===== src/rtl/cbc_chain_if.sv =====
// ---------------------------------------------------------------------------
// cbc_chain_if
// Stream bundle for cbc_chain.
//   s_axis_*     : plaintext stream into cbc_chain
//   m_axis_*     : ciphertext stream out of cbc_chain
//   enc_m_axis_* : block from cbc_chain to the encryption core input
//   enc_s_axis_* : result from the encryption core output to cbc_chain
// Modports:
//   slave  : the cbc_chain side
//   master : the environment side (source, sink and encryption core)
// ---------------------------------------------------------------------------
interface cbc_chain_if;
    logic [63:0] s_axis_tdata;
    logic        s_axis_tvalid;
    logic        s_axis_tready;
    logic        s_axis_tlast;

    logic [63:0] m_axis_tdata;
    logic        m_axis_tvalid;
    logic        m_axis_tready;
    logic        m_axis_tlast;

    logic [63:0] enc_m_axis_tdata;
    logic        enc_m_axis_tvalid;
    logic        enc_m_axis_tready;

    logic [63:0] enc_s_axis_tdata;
    logic        enc_s_axis_tvalid;
    logic        enc_s_axis_tready;

    modport slave (
        input  s_axis_tdata, s_axis_tvalid, s_axis_tlast,
        output s_axis_tready,
        output m_axis_tdata, m_axis_tvalid, m_axis_tlast,
        input  m_axis_tready,
        output enc_m_axis_tdata, enc_m_axis_tvalid,
        input  enc_m_axis_tready,
        input  enc_s_axis_tdata, enc_s_axis_tvalid,
        output enc_s_axis_tready
    );

    modport master (
        output s_axis_tdata, s_axis_tvalid, s_axis_tlast,
        input  s_axis_tready,
        input  m_axis_tdata, m_axis_tvalid, m_axis_tlast,
        output m_axis_tready,
        input  enc_m_axis_tdata, enc_m_axis_tvalid,
        output enc_m_axis_tready,
        output enc_s_axis_tdata, enc_s_axis_tvalid,
        input  enc_s_axis_tready
    );
endinterface


===== src/rtl/cbc_chain.sv =====
// ---------------------------------------------------------------------------
// cbc_chain
// CBC-mode chaining around an external block-encryption core:
//   C[i] = E(P[i] xor chain), chain <= C[i], one block in flight at a time.
// Ports:
//   clk        rising-edge clock
//   rst        asynchronous active-high reset
//   iv         64-bit initialisation vector
//   iv_load    one-cycle pulse, loads iv into the chaining register (ACCEPT only)
//   key_ready  round keys valid; gates acceptance of new plaintext
//   bus        cbc_chain_if.slave: plaintext in, ciphertext out, core in/out
//   blk_count  number of ciphertext blocks delivered (wraps)
// Build option:
//   CBC_TLAST_REIV_EN  when defined, delivering a block with tlast reloads
//                      chain from iv so each message restarts from the IV.
// ---------------------------------------------------------------------------
module cbc_chain (
    input  logic        clk,
    input  logic        rst,
    input  logic [63:0] iv,
    input  logic        iv_load,
    input  logic        key_ready,
    cbc_chain_if.slave  bus,
    output logic [31:0] blk_count
);

    typedef enum logic [1:0] {
        ACCEPT = 2'd0,
        SEND   = 2'd1,
        WAIT   = 2'd2,
        OUT    = 2'd3
    } state_t;

    state_t      r_state;
    logic [63:0] r_chain;
    logic [63:0] r_blk;
    logic [63:0] r_out;
    logic        r_last;
    logic [31:0] r_blk_count;
    // Low while in reset and for the first edge after it, so s_axis_tready
    // cannot follow key_ready while reset is asserted.
    logic        r_run;

    logic        w_s_hs;
    logic        w_enc_m_hs;
    logic        w_enc_s_hs;
    logic        w_m_hs;
    logic [63:0] w_chain_src;

    assign bus.s_axis_tready     = r_run & (r_state == ACCEPT) & key_ready;
    assign bus.enc_m_axis_tvalid = (r_state == SEND);
    assign bus.enc_m_axis_tdata  = r_blk;
    assign bus.enc_s_axis_tready = (r_state == WAIT);
    assign bus.m_axis_tvalid     = (r_state == OUT);
    assign bus.m_axis_tdata      = r_out;
    assign bus.m_axis_tlast      = r_last & (r_state == OUT);
    assign blk_count             = r_blk_count;

    assign w_s_hs     = bus.s_axis_tvalid & bus.s_axis_tready;
    assign w_enc_m_hs = bus.enc_m_axis_tvalid & bus.enc_m_axis_tready;
    assign w_enc_s_hs = bus.enc_s_axis_tvalid & bus.enc_s_axis_tready;
    assign w_m_hs     = bus.m_axis_tvalid & bus.m_axis_tready;

    // A coincident iv_load wins over the stored chain for the XOR.
    assign w_chain_src = iv_load ? iv : r_chain;

    always_ff @(posedge clk or posedge rst) begin
        if (rst) begin
            r_state     <= ACCEPT;
            r_chain     <= '0;
            r_blk       <= '0;
            r_out       <= '0;
            r_last      <= 1'b0;
            r_blk_count <= '0;
            r_run       <= 1'b0;
        end else begin
            r_run <= 1'b1;
            case (r_state)
                ACCEPT: begin
                    if (iv_load) begin
                        r_chain <= iv;
                    end
                    if (w_s_hs) begin
                        r_blk   <= bus.s_axis_tdata ^ w_chain_src;
                        r_last  <= bus.s_axis_tlast;
                        r_state <= SEND;
                    end
                end
                SEND: begin
                    if (w_enc_m_hs) begin
                        r_state <= WAIT;
                    end
                end
                WAIT: begin
                    if (w_enc_s_hs) begin
                        r_chain <= bus.enc_s_axis_tdata;
                        r_out   <= bus.enc_s_axis_tdata;
                        r_state <= OUT;
                    end
                end
                OUT: begin
                    if (w_m_hs) begin
                        r_blk_count <= r_blk_count + 32'd1;
                        r_state     <= ACCEPT;
`ifdef CBC_TLAST_REIV_EN
                        if (r_last) begin
                            r_chain <= iv;
                        end
`endif
                    end
                end
                default: r_state <= ACCEPT;
            endcase
        end
    end

endmodule


===== src/flat_wrapper.sv =====
// flat-port wrapper written by rule: the top's interface ports become plain ports
module cbc_chain_flat 
  (clk, rst, iv, iv_load, key_ready, blk_count, bus_s_axis_tdata, bus_s_axis_tvalid, bus_s_axis_tlast, bus_s_axis_tready, bus_m_axis_tdata, bus_m_axis_tvalid, bus_m_axis_tlast, bus_m_axis_tready, bus_enc_m_axis_tdata, bus_enc_m_axis_tvalid, bus_enc_m_axis_tready, bus_enc_s_axis_tdata, bus_enc_s_axis_tvalid, bus_enc_s_axis_tready);
  cbc_chain_if bus_i ();
  input  logic clk;
  input  logic rst;
  input  logic [63:0] iv;
  input  logic iv_load;
  input  logic key_ready;
  output logic [31:0] blk_count;
  input wire logic [$bits(bus_i.s_axis_tdata)-1:0] bus_s_axis_tdata;
  input wire logic [$bits(bus_i.s_axis_tvalid)-1:0] bus_s_axis_tvalid;
  input wire logic [$bits(bus_i.s_axis_tlast)-1:0] bus_s_axis_tlast;
  output wire logic [$bits(bus_i.s_axis_tready)-1:0] bus_s_axis_tready;
  output wire logic [$bits(bus_i.m_axis_tdata)-1:0] bus_m_axis_tdata;
  output wire logic [$bits(bus_i.m_axis_tvalid)-1:0] bus_m_axis_tvalid;
  output wire logic [$bits(bus_i.m_axis_tlast)-1:0] bus_m_axis_tlast;
  input wire logic [$bits(bus_i.m_axis_tready)-1:0] bus_m_axis_tready;
  output wire logic [$bits(bus_i.enc_m_axis_tdata)-1:0] bus_enc_m_axis_tdata;
  output wire logic [$bits(bus_i.enc_m_axis_tvalid)-1:0] bus_enc_m_axis_tvalid;
  input wire logic [$bits(bus_i.enc_m_axis_tready)-1:0] bus_enc_m_axis_tready;
  input wire logic [$bits(bus_i.enc_s_axis_tdata)-1:0] bus_enc_s_axis_tdata;
  input wire logic [$bits(bus_i.enc_s_axis_tvalid)-1:0] bus_enc_s_axis_tvalid;
  output wire logic [$bits(bus_i.enc_s_axis_tready)-1:0] bus_enc_s_axis_tready;
  assign bus_i.s_axis_tdata = bus_s_axis_tdata;
  assign bus_i.s_axis_tvalid = bus_s_axis_tvalid;
  assign bus_i.s_axis_tlast = bus_s_axis_tlast;
  assign bus_s_axis_tready = bus_i.s_axis_tready;
  assign bus_m_axis_tdata = bus_i.m_axis_tdata;
  assign bus_m_axis_tvalid = bus_i.m_axis_tvalid;
  assign bus_m_axis_tlast = bus_i.m_axis_tlast;
  assign bus_i.m_axis_tready = bus_m_axis_tready;
  assign bus_enc_m_axis_tdata = bus_i.enc_m_axis_tdata;
  assign bus_enc_m_axis_tvalid = bus_i.enc_m_axis_tvalid;
  assign bus_i.enc_m_axis_tready = bus_enc_m_axis_tready;
  assign bus_i.enc_s_axis_tdata = bus_enc_s_axis_tdata;
  assign bus_i.enc_s_axis_tvalid = bus_enc_s_axis_tvalid;
  assign bus_enc_s_axis_tready = bus_i.enc_s_axis_tready;
  cbc_chain u_core (.clk(clk), .rst(rst), .iv(iv), .iv_load(iv_load), .key_ready(key_ready), .bus(bus_i), .blk_count(blk_count));
endmodule

===== config.mk =====
export PLATFORM = sky130hd
export DESIGN_NAME = cbc_chain_flat
export DESIGN_NICKNAME = d
export VERILOG_FILES = /design/src/rtl/cbc_chain_if.sv /design/src/rtl/cbc_chain.sv /design/src/flat_wrapper.sv
export SDC_FILE = /design/constraint.sdc
export NUM_CORES = 1
export LEC_CHECK = 0
export ABC_AREA = 1
export BUFFER_PORTS_ARGS = -buffer_cell sky130_fd_sc_hd__buf_2
export CAP_MARGIN = 20
export CORE_MARGIN = 2
export CORE_UTILIZATION = 40
export DETAILED_ROUTE_END_ITERATION = 7
export PLACE_DENSITY = 0.66
export SYNTH_ARGS = -nofsm -noshare
export SYNTH_HDL_FRONTEND = slang
export SYNTH_SLANG_ARGS = --single-unit
export TNS_END_PERCENT = 30

===== constraint.sdc =====
create_clock -name clk -period 14.27 [get_ports clk]
set_input_delay 1.427 -clock clk [delete_from_list [all_inputs] [get_ports clk]]
set_output_delay 1.427 -clock clk [all_outputs]
set_load 0.1 [all_outputs]

# Word-level counts from Yosys, hierarchy flattened
# Cells that the tools add are included.
# classes
n_eq_ne	7
n_addsub	1
bitwise_logic	8
reduce_logical	7
mux	8
# ops
cell	n
$mux W64	2
$pmux W64 S2	1
$xor A64 B64 Y64	1
$add A32 B1 Y32 const B	1
$mux W2	4
$pmux W2 S4	1
$reduce_and A2 Y1	4
$and A1 B1 Y1	7
$ne A2 B2 Y1 const B	3
$eq A2 B2 Y1 const B	2
$reduce_and A4 Y1	1
$eq A2 B1 Y1 const B	1
$logic_not A2 Y1	1
$ne A2 B1 Y1 const B	1
$reduce_bool A2 Y1	1
# totals
regBits	228
out_inout_bits	165
inputBits	201

# Depth between registers and ports, before layout
# Gate-level depths: netlist of the first run.
# logic_depth
depth_word	6
ltp_mapped	10
ltp_nobuf	8

# Least setup slack after synthesis of the first run
# No wires, ideal clock.
# synth_timing
path_kind	in2out
startpoint	input key_ready
endpoint	output bus_s_axis_tready
setup_slack_ns	10.896
arrival_time_ns	1.947
stages	1
n_path_buf	0
t_required_ns	12.843
cell_sequence	and3_2
# synth_between
elab_chain_cells	1
# synth_lines
item	line	source
from (decl)	flat_wrapper.sv:9	input logic key_ready;
$and A1 B1 Y1	cbc_chain.sv:50	assign bus.s_axis_tready = r_run & (r_state == ACCEPT) & key_ready;
to (decl)	flat_wrapper.sv:14	output wire logic [$bits(bus_i.s_axis_tready)-1:0] bus_s_axis_tready;
# Every way passes these cells.

# Final worst setup path of the first run
# layout_timing
startpoint	register u_core.r_state[0]
endpoint	output bus_enc_s_axis_tready
# layout_between
elab_chain_cells	1
# layout_lines
item	line	source
from (decl)	cbc_chain.sv:34	state_t r_state;
from (signal assigned)	cbc_chain.sv:69	r_state <= ACCEPT;
from (signal assigned)	cbc_chain.sv:86	r_state <= SEND;
from (signal assigned)	cbc_chain.sv:91	r_state <= WAIT;
$eq A2 B2 Y1	cbc_chain.sv:53	assign bus.enc_s_axis_tready = (r_state == WAIT);
to (decl)	flat_wrapper.sv:24	output wire logic [$bits(bus_i.enc_s_axis_tready)-1:0] bus_enc_s_axis_tready;
# Every way passes these cells.

==> results of run 1 <==
## layout make-up
type                            instances  area share [%]
Sequential cell                       228           41.77
Clock buffer                           38           5.688
Inverter                               58           1.685
Tap cell                              341           3.123
Clock inverter                          8          0.8701
Antenna cell                            5         0.09159
Multi-Input combinational cell        905           33.00
Timing Repair Buffer                  372           13.78
## stage by stage
step                      std cells  setup slack, ns  util (%)  hold slack [ns]
after floorplan                1255            6.595         -           0.4422
after global placement         1904            10.60     47.72           0.4580
after detailed placement       1904            10.52     47.72           0.4597
after CTS                      1950            10.58     51.07           0.4762
after global routing           1953            10.42     51.10           0.4803
final                          1955            10.62     51.11           0.4706
## worst register-to-register path, cell delays in order, from the launching register on
cell,delay (ns)
dfrtp_1,0.41
inv_1,0.12
ha_2,0.60
nand2_4,0.38
inv_2,0.12
buf_4,0.64
nor2_8,0.11
inv_4,0.58
o22ai_1,0.24
a21oi_1,0.16
## metal layers
layer,up-vias,GRT usage (%)
met5,-,0
met4,8,7.984
met3,81,5.477
met2,388,38.38
met1,4591,29.68
li1,4711,-
## registers in the layout, indices dropped and copies added, names as in the netlist
| name | cells |
|---|---|
| u_core.bus.enc_m_axis_tdata | 64 |
| u_core.bus.m_axis_tdata | 64 |
| u_core.r_chain | 64 |
| u_core.blk_count | 32 |
| u_core.r_state | 2 |
| u_core.r_last | 1 |
| u_core.r_run | 1 |
## placed cells by master, fill, tap and decap left out, drive strengths merged, types with 6 or more instances in the layout
cell    netlist  routed
ha            6       6
o22ai        58      58
inv          58      58
a21oi        64      64
xor2         57      57
buf          49     372
clkbuf       15      38
dfrtp       228     228
nand3b        9       9
xnor2        22      22
nand3        18      18
nand2       454     454
nor2         55      55
o21ai       105     105
and2         49      49
## kinds of logic after synthesis
group | Yosys count | share of synthesized area, %
and+or+nand+nor | 592 | 23.31
DFF | 228 | 52.86
other | 1 | 0.03475
AOI/OAI and AO/OA | 227 | 11.20
adders and majority gates | 6 | 0.6956
buffers and inverters | 122 | 5.483
xor gates and xnor gates | 79 | 6.411
## worst paths after layout
check	from	to	slack, ns	cells past startpoint
max	u_core.r_state[0]	bus_enc_s_axis_tready	10.62	3
min	u_core.bus.m_axis_tdata[18]	u_core.bus.m_axis_tdata[18]	0.47	2
max reg2reg	u_core.r_state[0]	u_core.r_chain[29]	10.83	9
min reg2reg	u_core.bus.m_axis_tdata[18]	u_core.bus.m_axis_tdata[18]	0.47	2
max in group asynchronous	rst	u_core.r_chain[52]	11.78	3
min in group asynchronous	rst	u_core.blk_count[2]	1.04	2
==> flow_summary.ini, run 1 <==
[placement]
port_buffers = 365
placed_area_um2 = 12750
hpwl_mm = 22.71
gp_congestion = 0.9183

[route]
met3_length_mm = 2.652
drc = 0
final_antenna_net_count = 0
drt-total-wl_mm = 32.81
vias = 9779
post_drt_wl_per_cell_um = 16.78
avgViaCountPerCell = 5.002
dr.pass1.iters = 5
top_layer = met5
drtIter0Drc = 684
wl_met1_mm = 13.59
wl_met2_mm = 15.44

[die]
rows = 60
coreArea_um2 = 26730
dieArea_um2 = 28310
die_x_um = 168.3
pin_count = 366
fp.dieH_um = 168.3
start_util_pct = 40.38

[global_route]
grt_pass1_wl_mm = 52.26
antenna_found_initial = 11
grt_overflow = 0
grt_pass1_vias = 9667
grt_max_degree = 104
grtUsageTotal_pct = 23.10

[flow_run]
maxCapViolCount = 0

[critical_path]
cp_data_required_time_ns = 12.84
critPathMaxStageDelay_ns = 0.60
crit_path_cell_trace = inv_1 > ha_2 > buf_2
cp_num_buf_inv = 2
worstPathMaxFanout = 28
worstSetupPathType = flip-flop to primary output
worstPathArrival_ns = 2.22
crit_family = buffers and inverters
crit_slowest_cell = ha_2
start_kind = flip-flop
cp-end-kind = primary output

[cts]
clk-insertion-delay-late_ns = 0.52
cts_tree = built
cts_sinks = 228
h-tree-depth = 1
numCtsBuffers = 26
cts_buffer_depth = 3
path_clk_slew_ns = 0.06
post_cts_buffers = 0
cts_resized = 0
clockRootBuffer = clkbuf_16
hold_buffers = 0

[sta]
tightest_slew_ns = 0.9984
relSlewSlack_pct = 33.44
fin_crit_ns = 3.650
fin_tns_setup_ns = 0
fin_worst_skew_ns = 0.01072
slew_viol_final = 0
setup_violations = 0
fin_crit_sh_pct = 25.58
hold_violations = 0
rsz0062_at_grt = no
clock.fmax_mhz = 274.0

[synth]
ys_ff_latch = 228
synth-edff-count = 0
netlist_area_um2 = 10790
synthTopCellsByCount = nand2_1 (452), dfrtp_1 (228), o21ai_1 (67)
synth_top_area_share_pct = 52.86
netlist_instances = 1255
async_flop_share_pct = 100.0
yosysWarnings = 0
synth_ff_type = dfrtp_1
synth_area_per_cell_um2 = 8.600
synth_area_leaders = dfrtp_1 (53%), nand2_1 (16%), xor2_1 (4.6%), o22ai_1 (3.4%), o21ai_1 (3.1%)
syn_nets = 1462
yosysUniqueCellTypes = 33
yosysSeqAreaShare_pct = 52.86
yosys.area.top_type = dfrtp_1
synthMostInstantiatedCell = nand2_1

[layout]
area.sequential_um2 = 5705
multi_input_area_um2 = 4508
drive_above_1_share_pct = 27.97
synthToLayoutAreaGrowth_pct = 26.57
fin_area_um2 = 13660
layout.nets = 1798
fillers = 2575

[outcome]
status = finished clean

[worst_hold_path]
hold_class = flip-flop to flip-flop
Power of run 1 is not shown: default switching activity piles up to over one toggle a cycle in this logic, so the estimate is an artifact.
==> inputs of run 2 (changes only) <==
--- a/config.mk
+++ b/config.mk
@@ -5,13 +5,13 @@
 export SDC_FILE = /design/constraint.sdc
 export NUM_CORES = 1
 export LEC_CHECK = 0
-export ABC_AREA = 1
+export ABC_AREA = 0
 export BUFFER_PORTS_ARGS = -buffer_cell sky130_fd_sc_hd__buf_2
 export CAP_MARGIN = 20
 export CORE_MARGIN = 2
 export CORE_UTILIZATION = 40
 export DETAILED_ROUTE_END_ITERATION = 7
-export PLACE_DENSITY = 0.66
+export PLACE_DENSITY = 0.69
 export SYNTH_ARGS = -nofsm -noshare
 export SYNTH_HDL_FRONTEND = slang
 export SYNTH_SLANG_ARGS = --single-unit
==> constraint.sdc (replaced) <==
create_clock -name clk -period 3 [get_ports clk]
set_input_delay 0.3 -clock clk [delete_from_list [all_inputs] [get_ports clk]]
set_output_delay 0.3 -clock clk [all_outputs]
set_load 0.1 [all_outputs]
==> run 2 against run 1 <==
  * Die area is 5.6% lower
  * Clock-buffer cell count is 3 higher
  * Utilization is 4.1 points higher
  * Highest routed layer is now met4
  * Final cell count is 8.1% lower
  * Hold slack worse by 0.44 ns
  * Synthesized cell count is 18% lower
  * Critical path type unchanged
  * Clock skew is 0.0035 ns lower
  * Sequential share of layout area is 0.62 points lower
  * First-iteration DRC count is 1.8% lower
  * Global-route usage is 1.5 points lower
==> flow_summary.ini, run 2 <==
[worst_hold_path]
hold_class = input pin to flip-flop

[synth]
netlist_instances = 1031
yosysSeqAreaShare_pct = 56.07
async_flop_share_pct = 100.0
yosys.area.top_type = dfrtp_1
synth_ff_type = dfrtp_1
ys_ff_latch = 228
synth_area_per_cell_um2 = 9.869
syn_nets = 1238
netlist_area_um2 = 10170
synth-edff-count = 0
synth_top_area_share_pct = 56.07
synthTopCellsByCount = nand2_1 (266), dfrtp_1 (228), nor2_1 (112)
yosysWarnings = 0
synth_area_leaders = dfrtp_1 (56%), nand2_1 (9.8%), mux2i_1 (5.7%), xor2_1 (5.2%), nor2_1 (4.1%)
yosysUniqueCellTypes = 34
synthMostInstantiatedCell = nand2_1

[sta]
hold_violations = 0
rsz0062_at_grt = no
relSlewSlack_pct = 33.36
worst_slack_ns = 0.6420
fin_crit_ns = 2.358
tightest_slew_ns = 0.9976
setup_violations = 0
fin_worst_skew_ns = 0.007196
clock.fmax_mhz = 424.1
fin_crit_sh_pct = 78.60
slew_viol_final = 0

[layout]
drive_above_1_share_pct = 30.28
layout.nets = 1650
layout_common_cells = buf_2 (364), nand2_1 (264), dfrtp_1 (228)
synthToLayoutAreaGrowth_pct = 36.29
final_common_cell = buf_2
post-route-util_pct = 55.23
fin_cells = 1796

[route]
post_drt_wl_per_cell_um = 16.51
dr.pass1.iters = 7
wl_met1_mm = 12.40
drc = 0
met3_length_mm = 2.294
avgViaCountPerCell = 4.888
wl_met2_mm = 13.97
drtIter0Drc = 672
vias = 8778
drt-total-wl_mm = 29.65
top_layer = met4
final_antenna_net_count = 0

[critical_path]
cp_num_buf_inv = 2
critPathMaxStageDelay_ns = 0.46
cp.depth = 4
start_kind = flip-flop
crit_path_cell_trace = inv_1 > ha_1 > and3_1 > buf_2
critPathCapture = bus_s_axis_tready
crit_family = buffers and inverters
cp-end-kind = primary output
r2r-start = u_core.r_state[0]
r2r_cells = 6
crit_slowest_cell = buf_2
cp_data_required_time_ns = 2.70
worstPathArrival_ns = 2.06
worst_r2r_endpoint = u_core.r_state[1]
worstPathMaxFanout = 5
r2r_slack_ns = 0.73
crit_start = u_core.r_state[0]
worstSetupPathType = flip-flop to primary output

[outcome]
status = finished clean

[global_route]
grt_max_degree = 122
grtUsageTotal_pct = 21.55
grt_overflow = 0
grt_pass1_wl_mm = 46.07
grt_pass1_vias = 8708
antenna_found_initial = 3

[cts]
h-tree-depth = 1
cts_buffer_depth = 3
clockRootBuffer = clkbuf_16
path_clk_slew_ns = 0.06
cts_resized = 0
numCtsBuffers = 26
cts_sinks = 228
cts_tree = built
clk-insertion-delay-late_ns = 0.52

[die]
pin_count = 366
dieArea_um2 = 26730
fp.dieH_um = 163.5
start_util_pct = 40.52
rows = 58
coreArea_um2 = 25110
die_x_um = 163.5

[flow_run]
maxCapViolCount = 0

[placement]
port_buffers = 365
hpwl_mm = 19.85
place_ws_ns = 0.7537
dp_cells = 1683
gp_congestion = 0.8677
## run 2: cell count changes in the layout (fill, tap and decap cells not counted), sizes merged, moves of 47 or more
cell and change:
dlygate4sd3 +62, and2 -47, nand2 -187, mux2i +58, nor2 +58, a21oi -64
## run 2: cells by family after synthesis
| group | Yosys count | synth area share, % |
|---|---|---|
| multiplexers | 69 | 6.923 |
| flip-flops | 228 | 56.07 |
| other | 1 | 0.03686 |
| adder cells (fa/ha/maj) | 6 | 0.7378 |
| AO/OA/AOI/OAI | 130 | 7.661 |
| AND/OR/NAND/NOR | 427 | 17.19 |
| buffers and inverters | 75 | 3.197 |
| XOR/XNOR | 95 | 8.177 |
## run 2: layout make-up
type                       instances  area [um2]
antenna                            3       7.507
clock buffer                      41       798.3
clock inverter                     7       90.09
fill                            2231       11240
inverter                          18       71.32
multi-input combinational        728        4164
sequential                       228        5705
tap                              330       412.9
timing repair buffer             441        2618
## run 2: how the worst min path moves through the flow
| stage | end | slack [ns] | startpoint | cells after the start |
|---|---|---|---|---|
| 2_1_floorplan | u_core.bus.m_axis_tdata[0] | 0.41 | bus_enc_s_axis_tdata[0] | 2 |
| 6_report | u_core.bus.m_axis_tdata[19] | 0.03 | bus_enc_s_axis_tdata[19] | 3 |
| 5_1_grt | u_core.bus.m_axis_tdata[22] | 0.03 | bus_enc_s_axis_tdata[22] | 3 |
| 4_1_cts | u_core.bus.m_axis_tdata[19] | 0.006 | bus_enc_s_axis_tdata[19] | 3 |
| 3_3_place_gp | u_core.bus.m_axis_tdata[26] | 0.45 | u_core.bus.m_axis_tdata[26] | 2 |
| 3_5_place_dp | u_core.bus.m_axis_tdata[10] | 0.46 | u_core.bus.m_axis_tdata[10] | 2 |
## run 2: worst reg2reg max path: stages (launching register included)
cell	delay [ns]
dfrtp_1	0.41
inv_1	0.14
ha_1	0.28
and3_1	0.25
nand2_4	0.30
a221oi_2	0.43
mux2_1	0.35
## run 2: stage by stage
| stage | hold WS, ns | cell area [um2] | setup TNS [ns] |
|---|---|---|---|
| 2_1_floorplan | 0.4054 | 10180 | -63.84 |
| 3_3_place_gp | 0.4519 | 12350 | 0 |
| 3_5_place_dp | 0.4569 | 12350 | 0 |
| 4_1_cts | 0.006333 | 13860 | 0 |
| 5_1_grt | 0.02915 | 13870 | 0 |
| 6_report | 0.02696 | 13870 | 0 |
## run 2: repair_timing
item | CTS | global route
hold buffers | 62 | 0
endpoints found under the hold margin | 84 | 0
setup buffers | 0 | 0
## run 2: layer usage
layer / vias up / global-route usage (%)
met5: - / 0
met4: 0 / 8.054
met3: 69 / 5.053
met2: 329 / 35.54
met1: 4121 / 27.69
li1: 4259 / -
Power of run 2 is left out for the same reason.
